[src/rtl/dcache_ctrl.sv]
// Direct-mapped, write-through, no-write-allocate data cache for the 10-bit CPU memory stage.
// Stalls the EX/MEM register via cache_Ready while a line fill or store is outstanding to RAM.
module dcache_ctrl #(
  parameter int INDEX_W = 3
) (
  input  logic       clk,
  input  logic       reset,
  input  logic       cpu_req,
  input  logic       cpu_we,
  input  logic [9:0] cpu_addr,
  input  logic [9:0] cpu_wdata,
  output logic [9:0] cpu_rdata,
  output logic       cache_Ready,
  output logic       ram_req,
  output logic       ram_we,
  output logic [9:0] ram_addr,
  output logic [9:0] ram_wdata,
  input  logic [9:0] ram_rdata,
  input  logic       ram_ack
);
  localparam int LINES = 1 << INDEX_W;
  localparam int TAG_W = 10 - INDEX_W;

  typedef enum logic [1:0] {IDLE, FILL, WRITE, RESUME} state_t;

  state_t             state_q, state_d;
  logic [9:0]         rdata_q, rdata_d;
  logic               ready_q, ready_d;
  logic               req_q, req_d;
  logic               we_q, we_d;
  logic [9:0]         addr_q, addr_d;
  logic [9:0]         wdata_q, wdata_d;
  logic [LINES-1:0]   valid_q, valid_d;
  logic [TAG_W-1:0]   tag_q  [LINES];
  logic [9:0]         data_q [LINES];

  logic [9:0]         lk_addr;
  logic [INDEX_W-1:0] lk_idx;
  logic [TAG_W-1:0]   lk_tag;
  logic               hit;
  logic               line_we;
  logic [9:0]         line_data;

  // While a RAM op is outstanding, look up the latched request address, not the live bus.
  assign lk_addr = (state_q == IDLE) ? cpu_addr : addr_q;
  assign lk_idx  = lk_addr[INDEX_W-1:0];
  assign lk_tag  = lk_addr[9:INDEX_W];
  assign hit     = valid_q[lk_idx] && (tag_q[lk_idx] == lk_tag);

  always_comb begin
    state_d   = state_q;
    rdata_d   = rdata_q;
    ready_d   = ready_q;
    req_d     = req_q;
    we_d      = we_q;
    addr_d    = addr_q;
    wdata_d   = wdata_q;
    valid_d   = valid_q;
    line_we   = 1'b0;
    line_data = ram_rdata;
    case (state_q)
      IDLE: begin
        if (cpu_req) begin
          if (cpu_we) begin
            state_d = WRITE;
            req_d   = 1'b1;
            we_d    = 1'b1;
            addr_d  = cpu_addr;
            wdata_d = cpu_wdata;
            ready_d = 1'b0;
          end else if (hit) begin
            rdata_d = data_q[lk_idx];
          end else begin
            state_d = FILL;
            req_d   = 1'b1;
            we_d    = 1'b0;
            addr_d  = cpu_addr;
            ready_d = 1'b0;
          end
        end
      end
      FILL: begin
        if (ram_ack) begin
          valid_d[lk_idx] = 1'b1;
          line_we         = 1'b1;
          line_data       = ram_rdata;
          rdata_d         = ram_rdata;
          req_d           = 1'b0;
          ready_d         = 1'b1;
          state_d         = RESUME;
        end
      end
      WRITE: begin
        if (ram_ack) begin
          line_we   = hit;
          line_data = wdata_q;
          req_d     = 1'b0;
          we_d      = 1'b0;
          ready_d   = 1'b1;
          state_d   = RESUME;
        end
      end
      RESUME: state_d = IDLE;
      default: state_d = IDLE;
    endcase
  end

  always_ff @(posedge clk or posedge reset) begin
    if (reset) begin
      state_q <= IDLE;
      rdata_q <= '0;
      ready_q <= 1'b1;
      req_q   <= 1'b0;
      we_q    <= 1'b0;
      addr_q  <= '0;
      wdata_q <= '0;
      valid_q <= '0;
    end else begin
      state_q <= state_d;
      rdata_q <= rdata_d;
      ready_q <= ready_d;
      req_q   <= req_d;
      we_q    <= we_d;
      addr_q  <= addr_d;
      wdata_q <= wdata_d;
      valid_q <= valid_d;
    end
  end

  // Tag/data need no reset: valid bits gate every use.
  always_ff @(posedge clk) begin
    if (line_we) begin
      tag_q[lk_idx]  <= lk_tag;
      data_q[lk_idx] <= line_data;
    end
  end

  assign cpu_rdata   = rdata_q;
  assign cache_Ready = ready_q;
  assign ram_req     = req_q;
  assign ram_we      = we_q;
  assign ram_addr    = addr_q;
  assign ram_wdata   = wdata_q;
endmodule

[config.mk]
export PLATFORM = sky130hd
export DESIGN_NAME = dcache_ctrl
export DESIGN_NICKNAME = d
export VERILOG_FILES = /design/src/rtl/dcache_ctrl.sv
export SDC_FILE = /design/constraint.sdc
export NUM_CORES = 1
export LEC_CHECK = 0
export CAP_MARGIN = 20
export CORE_ASPECT_RATIO = 1.25
export CORE_MARGIN = 5
export CORE_UTILIZATION = 40
export CTS_BUF_LIST = sky130_fd_sc_hd__clkbuf_16
export CTS_CLUSTER_SIZE = 24
export DETAILED_ROUTE_END_ITERATION = 8
export SETUP_SLACK_MARGIN = 0.2
export SYNTH_ARGS = -nofsm -noshare
export SYNTH_HDL_FRONTEND = slang
export SYNTH_SLANG_ARGS = --single-unit
[constraint.sdc]
create_clock -name clk -period 11.87 [get_ports clk]
set_input_delay 2.374 -clock clk [delete_from_list [all_inputs] [get_ports clk]]
set_output_delay 2.374 -clock clk [all_outputs]
set_load 0.005 [all_outputs]
# == Yosys cells after proc, flatten, opt, wreduce, memory -nomap -nowiden ==
# Memories as Yosys holds them, arrays and structs flattened.
# Index checks and enable logic that the tools add are counted.
# classes
order_cmp,2
n_eq_ne,12
mux,37
bitwise,1
reduce_logical,14
# op_table
operator,n
two-way mux 10 bit,9
one-hot mux 10 bit (2 select lines),1
two-way mux 1 bit,16
"!= test 2 bit, second input constant",6
AND reduction 3 bit,3
two-way mux 2 bit,4
OR 8 bit,1
one-hot mux 1 bit (2 select lines),4
AND reduction 4 bit,2
== test 7 bit,1
one-hot mux 2 bit (3 select lines),1
nonzero test 2 bit,3
AND reduction 5 bit,1
"== test 2 bit, second input constant",2
"less-than comparator 3 x 4 -> 1 bit, second input constant",1
binary-select mux 1 bit (select 3 bit),1
demux 1 bit (select 3 bit),1
">= comparator 3 x 1 -> 1 bit, second input constant",1
"!= test 3 bit, second input constant",1
"== test 2 x 1 -> 1 bit, second input constant",1
logical AND 1 bit,2
zero test 2 bit,1
"!= test 2 x 1 -> 1 bit, second input constant",1
AND reduction 2 bit,1
OR reduction 2 bit,1
# word_totals
register_bits,43
mem_bits_rw,136
input_bits,35
out_inout_bits,33
wordCells,76
memories,2
# mem_list
memory,depth,width,read_ports,rd_clocked_by_memory_dff,wr,line_no,text
data_q,8,10,1,0,1,35,logic [9:0] data_q [LINES];
tag_q,8,7,1,0,1,34,logic [TAG_W-1:0] tag_q [LINES];

# == Longest topological paths before layout ==
# Gate-level depths: netlist (run 1).
# logic_depth
word_depth,9
ltp_mapped,14
depth_no_buf,10

# == Worst setup path after synthesis (run 1) ==
# No wires, ideal clock.
# synth_path
path_kind,in2reg
from,input cpu_addr[1]
to,memory data_q[5][0] (enable)
setup_ns,0.413
t_arrival_ns,5.887
required_ns,11.457
path_slack_ns,5.570
path_stages,10
path_buffers,2
path_cell_list,and3b_1 -> a22o_1 -> buf_2 -> a2111oi_0 -> o2111ai_1 -> xnor2_1 -> a2111o_1 -> buf_6 -> o41a_1 -> nor3_1
# synth_via
elab_chain_cells,8
word_cells_on_any_way,10
cone_classes,1 x eq/ne; 7 x mux; 1 x reduce/logical; 1 x memory
# synth_rtl
element,line_no,text
start: declaration,10,"input logic [9:0] cpu_addr,"
two-way mux 10 bit (*),45,assign lk_addr = (state_q == IDLE) ? cpu_addr : addr_q;
memory (8 x 7 bit) / binary-select mux 1 bit (select 3 bit) (equally long branches),-,
== test 7 bit / two-way mux 1 bit (equally long branches),48,assign hit = valid_q[lk_idx] && (tag_q[lk_idx] == lk_tag);
logical AND 1 bit,48,
two-way mux 1 bit,94,if (ram_ack) begin
one-hot mux 1 bit (2 select lines),61,case (state_q)
two-way mux 1 bit,132,if (line_we) begin
two-way mux 1 bit (not written as such),134,data_q[lk_idx] <= line_data;
end: declaration,35,
# Every way passes the cells marked *; elsewhere a longest branch is shown, timed or not. The select of a mux whose other input is x is not followed.

# == Final worst setup path (run 1) ==
# layout_path
from,input cpu_addr[2]
to,memory data_q[5][5] (enable)
# Same word-level chain as after synthesis.

==> results by group, run 1 <==
Run status
  – Status: finished, final reports clean

Worst setup path
  – Crit path DAT: 6.91 ns
  – R2r startpoint: state_q[0]
  – Top delay family on crit path: compound AO/OA/AOI/OAI gates
  – CP bufs+invs: 2
  – CP peak stage delay: 0.83 ns
  – Critical path class: in2reg
  – Crit-path cells: clkdlybuf4s50_1, and3b_1, a22o_1, a2111oi_0, o2111ai_1, xnor2_1, a2111o_1, o41a_1, nor3_2, buf_4
  – Slowest-stage cell, CP: clkdlybuf4s50_1
  – Crit. Startpoint: cpu_addr[2]
  – CP Launch Type: input pin
  – Crit. End Element: flip-flop
  – Maximum fanout along the worst path: 15
  – Critical Path RT: 12.00 ns

Timing
  – Final worst-path cycle share: 0.571
  – Total negative setup slack: 0 ns
  – RSZ-0062 raised after global routing: false
  – Slew of the pin with the lowest slew margin: 0.964 ns
  – Slew headroom: 0.339
  – Clk_skew: 0.0123 ns
  – Slew Viols, Final: 0
  – Fin Hold WS: 0.453 ns
  – Final Hold Fails: 0
  – Setup violations, final: 0
  – Crit path time final: 6.78 ns
  – Max Clk Rate: 148 MHz

Layout
  – Final core utilization: 0.483
  – Layout fillers: 1721
  – Area Overhead vs Synth: 19.5%
  – Share of layout cells above drive strength 1: 0.189
  – Nets: 650
  – N_diodes: 0
  – Final instance area: 9360 sq um

Yosys
  – Synth cell count leaders: edfxtp_1 (136), nand2_1 (45), dfrtp_1 (42), mux2_2 (42), inv_1 (24)
  – Cell accounting for the most synthesized area: edfxtp_1
  – Average cell area after synthesis: 14.5 sq um
  – Sequential-to-total area share from yosys stat: 0.659
  – Post-synth EDFFs: 136
  – Unique masters post-synth: 70
  – Share of synthesized registers carrying an async set or reset: 0.240
  – Largest cells by area after synthesis: edfxtp_1 (52%), dfrtp_1 (13%), mux2_2 (6.0%)
  – Syn_nets: 578
  – Synth warnings: 0
  – Main synth FF type: edfxtp_1
  – Seq cells post-synth: 179
  – Synth Instances: 540
  – Count leader, synth: edfxtp_1
  – Post-synth top area share: 0.521
  – Cell Area, Synth: 7840 sq um

Drt
  – Vias per cell: 5.60
  – Drt wl/cell: 22.7 um
  – DRC violations left: 0
  – DRT Pass-1 Iters: 7
  – Final wirelength: 20.2 mm
  – Vias: 4984
  – Iter 0 DRT Violations: 492
  – ANT nets after route: 0

Floorplan
  – Die area: 22500 sq um
  – Starting Density: 0.404
  – Io pins: 68
  – Chip height: 166 um
  – Die X-Extent: 135 um
  – Core area: 19400 sq um
  – Row count: 57

Clock network
  – CTS tree: yes
  – Post-CTS setup buffer count: 0
  – Worst skew pair latency: 0.44 ns
  – CTS Buffer Depth: 2
  – PostCTS Resize Cnt: 0
  – Clock sinks: 179
  – H-tree depth: 4
  – CTS root buffer: clkbuf_16
  – CTS Hold Buffers Added: 0
  – CTS Buf Count: 17
  – Clock-pin slew on the worst setup and hold paths: 0.07 ns

Power
  – Gate power share: 0.416
  – Pwr Density: 264 nW/um^2
  – Switching Fraction: 0.370
  – Flop pwr share: 0.367
  – Sw power: 913 uW
  – Internal: 1.56 mW
  – Power, Total: 2.47 mW
  – Leakage: 3.37 nW
  – Clk pwr share: 0.217
  – Peak VDD IR: 0.000122 V

Place
  – I/O Buffers: 67
  – Gpl congestion: 0.958
  – Detailed Place HPWL: 13.3 mm
  – Post-Place Cell Area: 8780 sq um

Run
  – Max-Cap Viols: 0

Global routing
  – First-pass GRT wire length: 30.9 mm
  – GRT Total Usage: 0.183
  – GR Overflow Total: 0
  – Vias in the first global route: 5147
  – Initial antenna violation count: 0
  – Largest net degree at the start of global routing: 44

Worst hold path
  – Min-delay src: valid_q[1]
  – Type of the worst min-delay path: reg2reg
final timing paths:
kind	to	slack (ns)	cells past startpoint
setup / recovery	data_q[5][5]	5.09	10
hold / removal	valid_q[1]	0.45	1
setup reg to reg	data_q[5][5]	6.61	12
hold reg to reg	valid_q[1]	0.45	1
max in group asynchronous	cache_Ready	9.08	3
min in group asynchronous	ram_wdata[8]	2.24	2
metrics by stage:
| step | std cells | setup slack (ns) |
|---|---|---|
| after floorplan | 540 | 5.57 |
| after global placement | 857 | 4.66 |
| after detailed placement | 857 | 4.69 |
| after CTS | 889 | 5.10 |
| after global routing | 890 | 4.83 |
| final | 890 | 5.09 |
logic make-up after synthesis:
group | Yosys count | share of synthesized area
xor gates and xnor gates | 6 | 0.00671
muxes | 75 | 0.113
AOI/OAI and AO/OA | 116 | 0.110
DFF | 179 | 0.659
buffers and inverters | 50 | 0.0310
and+or+nand+nor | 111 | 0.0759
adders and majority gates | 3 | 0.00479
power groups by stage:
stage	Sequential, mW	Combinational, mW	Clock (mW)
after floorplan	0.893	0.673	0
after detailed placement	0.917	1.03	0
after global routing	0.919	1.10	0.569
after global placement	0.912	1.01	0
final	0.905	1.03	0.537
after CTS	0.906	1.03	0.547
routing by layer:
metal  global-route usage  part of all wire  vias to the layer above
met3               0.0326             0.049                       42
met4               0.0767             0.033                        0
met5                    0                 0                        -
li1                     -                 -                     2243
met2                0.302              0.50                      172
met1                0.239              0.42                     2527
area by class of cell:
class                           count  area [sq um]  area share
Sequential cell                   179          5160       0.551
Multi-Input combinational cell    311          2450       0.261
Timing Repair Buffer               79           773      0.0826
Clock buffer                       17           425      0.0454
Tap cell                          265           332      0.0354
Clock inverter                     15           133      0.0142
Inverter                           24          90.1     0.00962
registers in the layout, indices dropped and copies added, names as in the netlist:
register	cells
cache_Ready	1
cpu_rdata	10
data_q	80
ram_addr	10
ram_req	1
ram_wdata	10
ram_we	1
state_q	2
tag_q	56
valid_q	8
cells in the final DEF, fill, tap and decap left out, types with 5 or more instances in the layout:
cell type	count
a221oi_1	5
inv_1	23
edfxtp_1	136
a21oi_1	16
buf_4	11
nor4_1	5
a222oi_1	6
nand3_1	8
a22oi_1	13
clkbuf_16	17
o21ai_0	16
dfrtp_1	42
nand2_1	45
clkdlybuf4s50_1	67
mux2i_1	19
mux2_2	42
o22ai_1	7
nor2_1	13
a22o_1	9
a21o_1	10
mux2_4	11
inv_6	9
(Power assumes the default switching activity.)
==> run 2: changes to the inputs <==
clock period = 6.3 ns   (was 11.87 ns; I/O delays follow)
==> run 2 against run 1 <==
Clock-buffer cell count is the same. Largest power group unchanged. Total power rose by 89%. Cell count grew 1.2%. Sequential cell count unchanged. Sequential share of layout area fell by 0.42 points. Cell area increased by 0.78%. Routed wire length shrank 0.29%. Worst setup slack got worse by 3.7 ns. Worst hold slack better by 0.0029 ns. Critical endpoint is now tag_q[4][4]. Sequential power is 88% higher. First-iteration DRC count fell by 0.41%. Critical path type unchanged.
==> results by group, run 2 (synthesis results as in run 1) <==
Timing
  – Final worst-path cycle share: 0.786
  – RSZ-0062 raised after global routing: false (unchanged)
  – Total negative setup slack: 0 ns (unchanged)
  – Slew headroom: 0.250 (was 0.339)
  – Clk_skew: 0.0110 ns (was 0.0123 ns)
  – Crit path time final: 4.95 ns
  – Slew of the pin with the lowest slew margin: 1.11 ns (was 0.964 ns)
  – Slew Viols, Final: 0 (unchanged)
  – Final Hold Fails: 0 (unchanged)
  – Setup violations, final: 0 (unchanged)
  – Max Clk Rate: 202 MHz

Drt
  – DRT Pass-1 Iters: 5 (was 7)
  – Vias per cell: 5.58 (was 5.60)
  – ANT nets after route: 0 (unchanged)
  – DR WL met3: 1.06 mm (was 980 um)
  – Iter 0 DRT Violations: 490 (was 492)
  – DRT met1 WL: 8.34 mm (was 8.45 mm)
  – DRC violations left: 0 (unchanged)
  – Final wirelength: 20.1 mm (was 20.2 mm)
  – Top layer used by detailed routing: met4 (unchanged)
  – Drt wl/cell: 22.3 um (was 22.7 um)
  – Vias: 5027 (was 4984)
  – Met2 WL: 10.3 mm (was 10.1 mm)

Layout
  – Share of layout cells above drive strength 1: 0.189 (about the same)
  – Max reg flops: 80 (unchanged)
  – N_diodes: 0 (unchanged)
  – Largest registers: data_q x80, tag_q x56 (unchanged)
  – Nets: 661 (was 650)
  – Commonest cells after routing, fill and taps aside: edfxtp_1 (136), clkdlybuf4s50_1 (67), nand2_1 (45) (unchanged)
  – Largest Register: data_q (unchanged)
  – Area Overhead vs Synth: 20.4% (was 19.5%)
  – Layout fillers: 1702 (was 1721)
  – Commonest non-fill, non-tap cell in the layout: edfxtp_1 (unchanged)

Floorplan
  – Chip height: 166 um (unchanged)
  – Io pins: 68 (unchanged)
  – Die X-Extent: 135 um (unchanged)
  – Row count: 57 (unchanged)
  – Starting Density: 0.404 (unchanged)
  – Die area: 22500 sq um (unchanged)
  – Core area: 19400 sq um (unchanged)

Clock network
  – CTS root buffer: clkbuf_16 (unchanged)
  – Post-CTS setup buffer count: 0 (unchanged)
  – PostCTS Resize Cnt: 0 (unchanged)
  – CTS Hold Buffers Added: 0 (unchanged)
  – Worst skew pair latency: 0.43 ns (was 0.44 ns)
  – CTS Buffer Depth: 2 (unchanged)
  – CTS tree: yes (unchanged)
  – H-tree depth: 4 (unchanged)
  – Clock sinks: 179 (unchanged)
  – Clock-pin slew on the worst setup and hold paths: 0.06 ns (was 0.07 ns)
  – CTS Buf Count: 17 (unchanged)

Global routing
  – GR Overflow Total: 0 (unchanged)
  – First-pass GRT wire length: 30.7 mm (was 30.9 mm)
  – Initial antenna violation count: 0 (unchanged)
  – Vias in the first global route: 5160 (was 5147)
  – Largest net degree at the start of global routing: 44 (unchanged)
  – GRT Total Usage: 0.183 (about the same)

Power
  – Power, Total: 4.66 mW (was 2.47 mW)
  – Internal: 2.99 mW (was 1.56 mW)
  – Pwr Density: 494 nW/um^2 (was 264 nW/um^2)
  – Sw power: 1.67 mW (was 913 uW)
  – Leakage: 3.42 nW (was 3.37 nW)
  – Gate power share: 0.421 (was 0.416)
  – Clk pwr share: 0.213 (was 0.217)
  – Switching Fraction: 0.358 (was 0.370)
  – Peak VDD IR: 0.000223 V (was 0.000122 V)
  – Flop pwr share: 0.365 (was 0.367)

Worst setup path
  – Crit. End Element: flip-flop (unchanged)
  – Critical Path RT: 6.41 ns (was 12.00 ns)
  – R2r startpoint: state_q[0] (unchanged)
  – Maximum fanout along the worst path: 14 (was 15)
  – CP Launch Type: input pin (unchanged)
  – Critical R2R Capture: tag_q[4][4] (was data_q[5][5])
  – Crit path DAT: 5.06 ns (was 6.91 ns)
  – FF-to-FF path depth: 11 (was 12)
  – Setup slack, reg-to-reg: 1.76 ns (was 6.61 ns)
  – Crit. Startpoint: cpu_addr[1] (was cpu_addr[2])
  – Critical path class: in2reg (unchanged)

Worst hold path
  – Hold EP: valid_q[1] (unchanged)
  – Min-delay src: valid_q[1] (unchanged)
  – Hold depth: 1 (unchanged)
  – Type of the worst min-delay path: reg2reg (unchanged)

Run
  – Max-Cap Viols: 0 (unchanged)

Place
  – Gpl congestion: 0.867 (was 0.958)
  – Detailed Place HPWL: 13.2 mm (was 13.3 mm)
  – I/O Buffers: 67 (unchanged)

Run status
  – Status: finished, final reports clean (unchanged)
run 2: how the worst max path moves through the flow:
stage / end / slack, ns / cells past startpoint
2_1_floorplan: data_q[5][0] / 1.11 / 10
3_3_place_gp: data_q[4][5] / 1.04 / 11
4_1_cts: tag_q[4][2] / 1.35 / 10
5_1_grt: tag_q[4][2] / 1.10 / 10
6_report: tag_q[4][4] / 1.35 / 10
3_5_place_dp: data_q[4][5] / 0.92 / 10
run 2: power by group through the flow:
stage | logic, mW | registers [mW] | clock network (mW)
5_1_grt | 2.12 | 1.73 | 1.07
6_report | 1.97 | 1.70 | 0.994
2_1_floorplan | 1.27 | 1.68 | 0
4_1_cts | 1.98 | 1.70 | 1.02
3_3_place_gp | 1.94 | 1.72 | 0
3_5_place_dp | 1.97 | 1.73 | 0
run 2: stage by stage:
stage          setup slack (ns)  cells  hold WS, ns   util  area, sq um
2_1_floorplan              1.11    540        0.423      -         7840
3_3_place_gp               1.04    868        0.433  0.457         8860
3_5_place_dp              0.924    868        0.443  0.457         8860
4_1_cts                    1.35    900        0.457  0.485         9410
5_1_grt                    1.10    901        0.471  0.486         9430
6_report                   1.35    901        0.456  0.486         9430
run 2: layer usage:
metal,vias to the layer above,global-route usage
met5,-,0
met1,2552,0.235
met3,29,0.0317
li1,2263,-
met4,0,0.0675
met2,183,0.310
run 2: worst max-delay path, cell delays in order:
cell             delay (ns)
clkdlybuf4s50_1        0.60
and3b_1                0.31
a22o_1                 0.41
a2111oi_0              0.46
o2111ai_1              0.20
xnor2_1                0.17
a2111o_1               0.52
o41a_1                 0.60
nor2_1                 0.22
buf_4                  0.30
run 2: cell type report:
type	instances	area, sq um	area share
clock buffers	17	425	0.0451
clock inverters	15	126	0.0134
inverters	24	90.1	0.00955
multi-input cells	311	2440	0.259
flip-flops and latches	179	5160	0.547
well taps	265	332	0.0351
repair buffers	90	856	0.0907
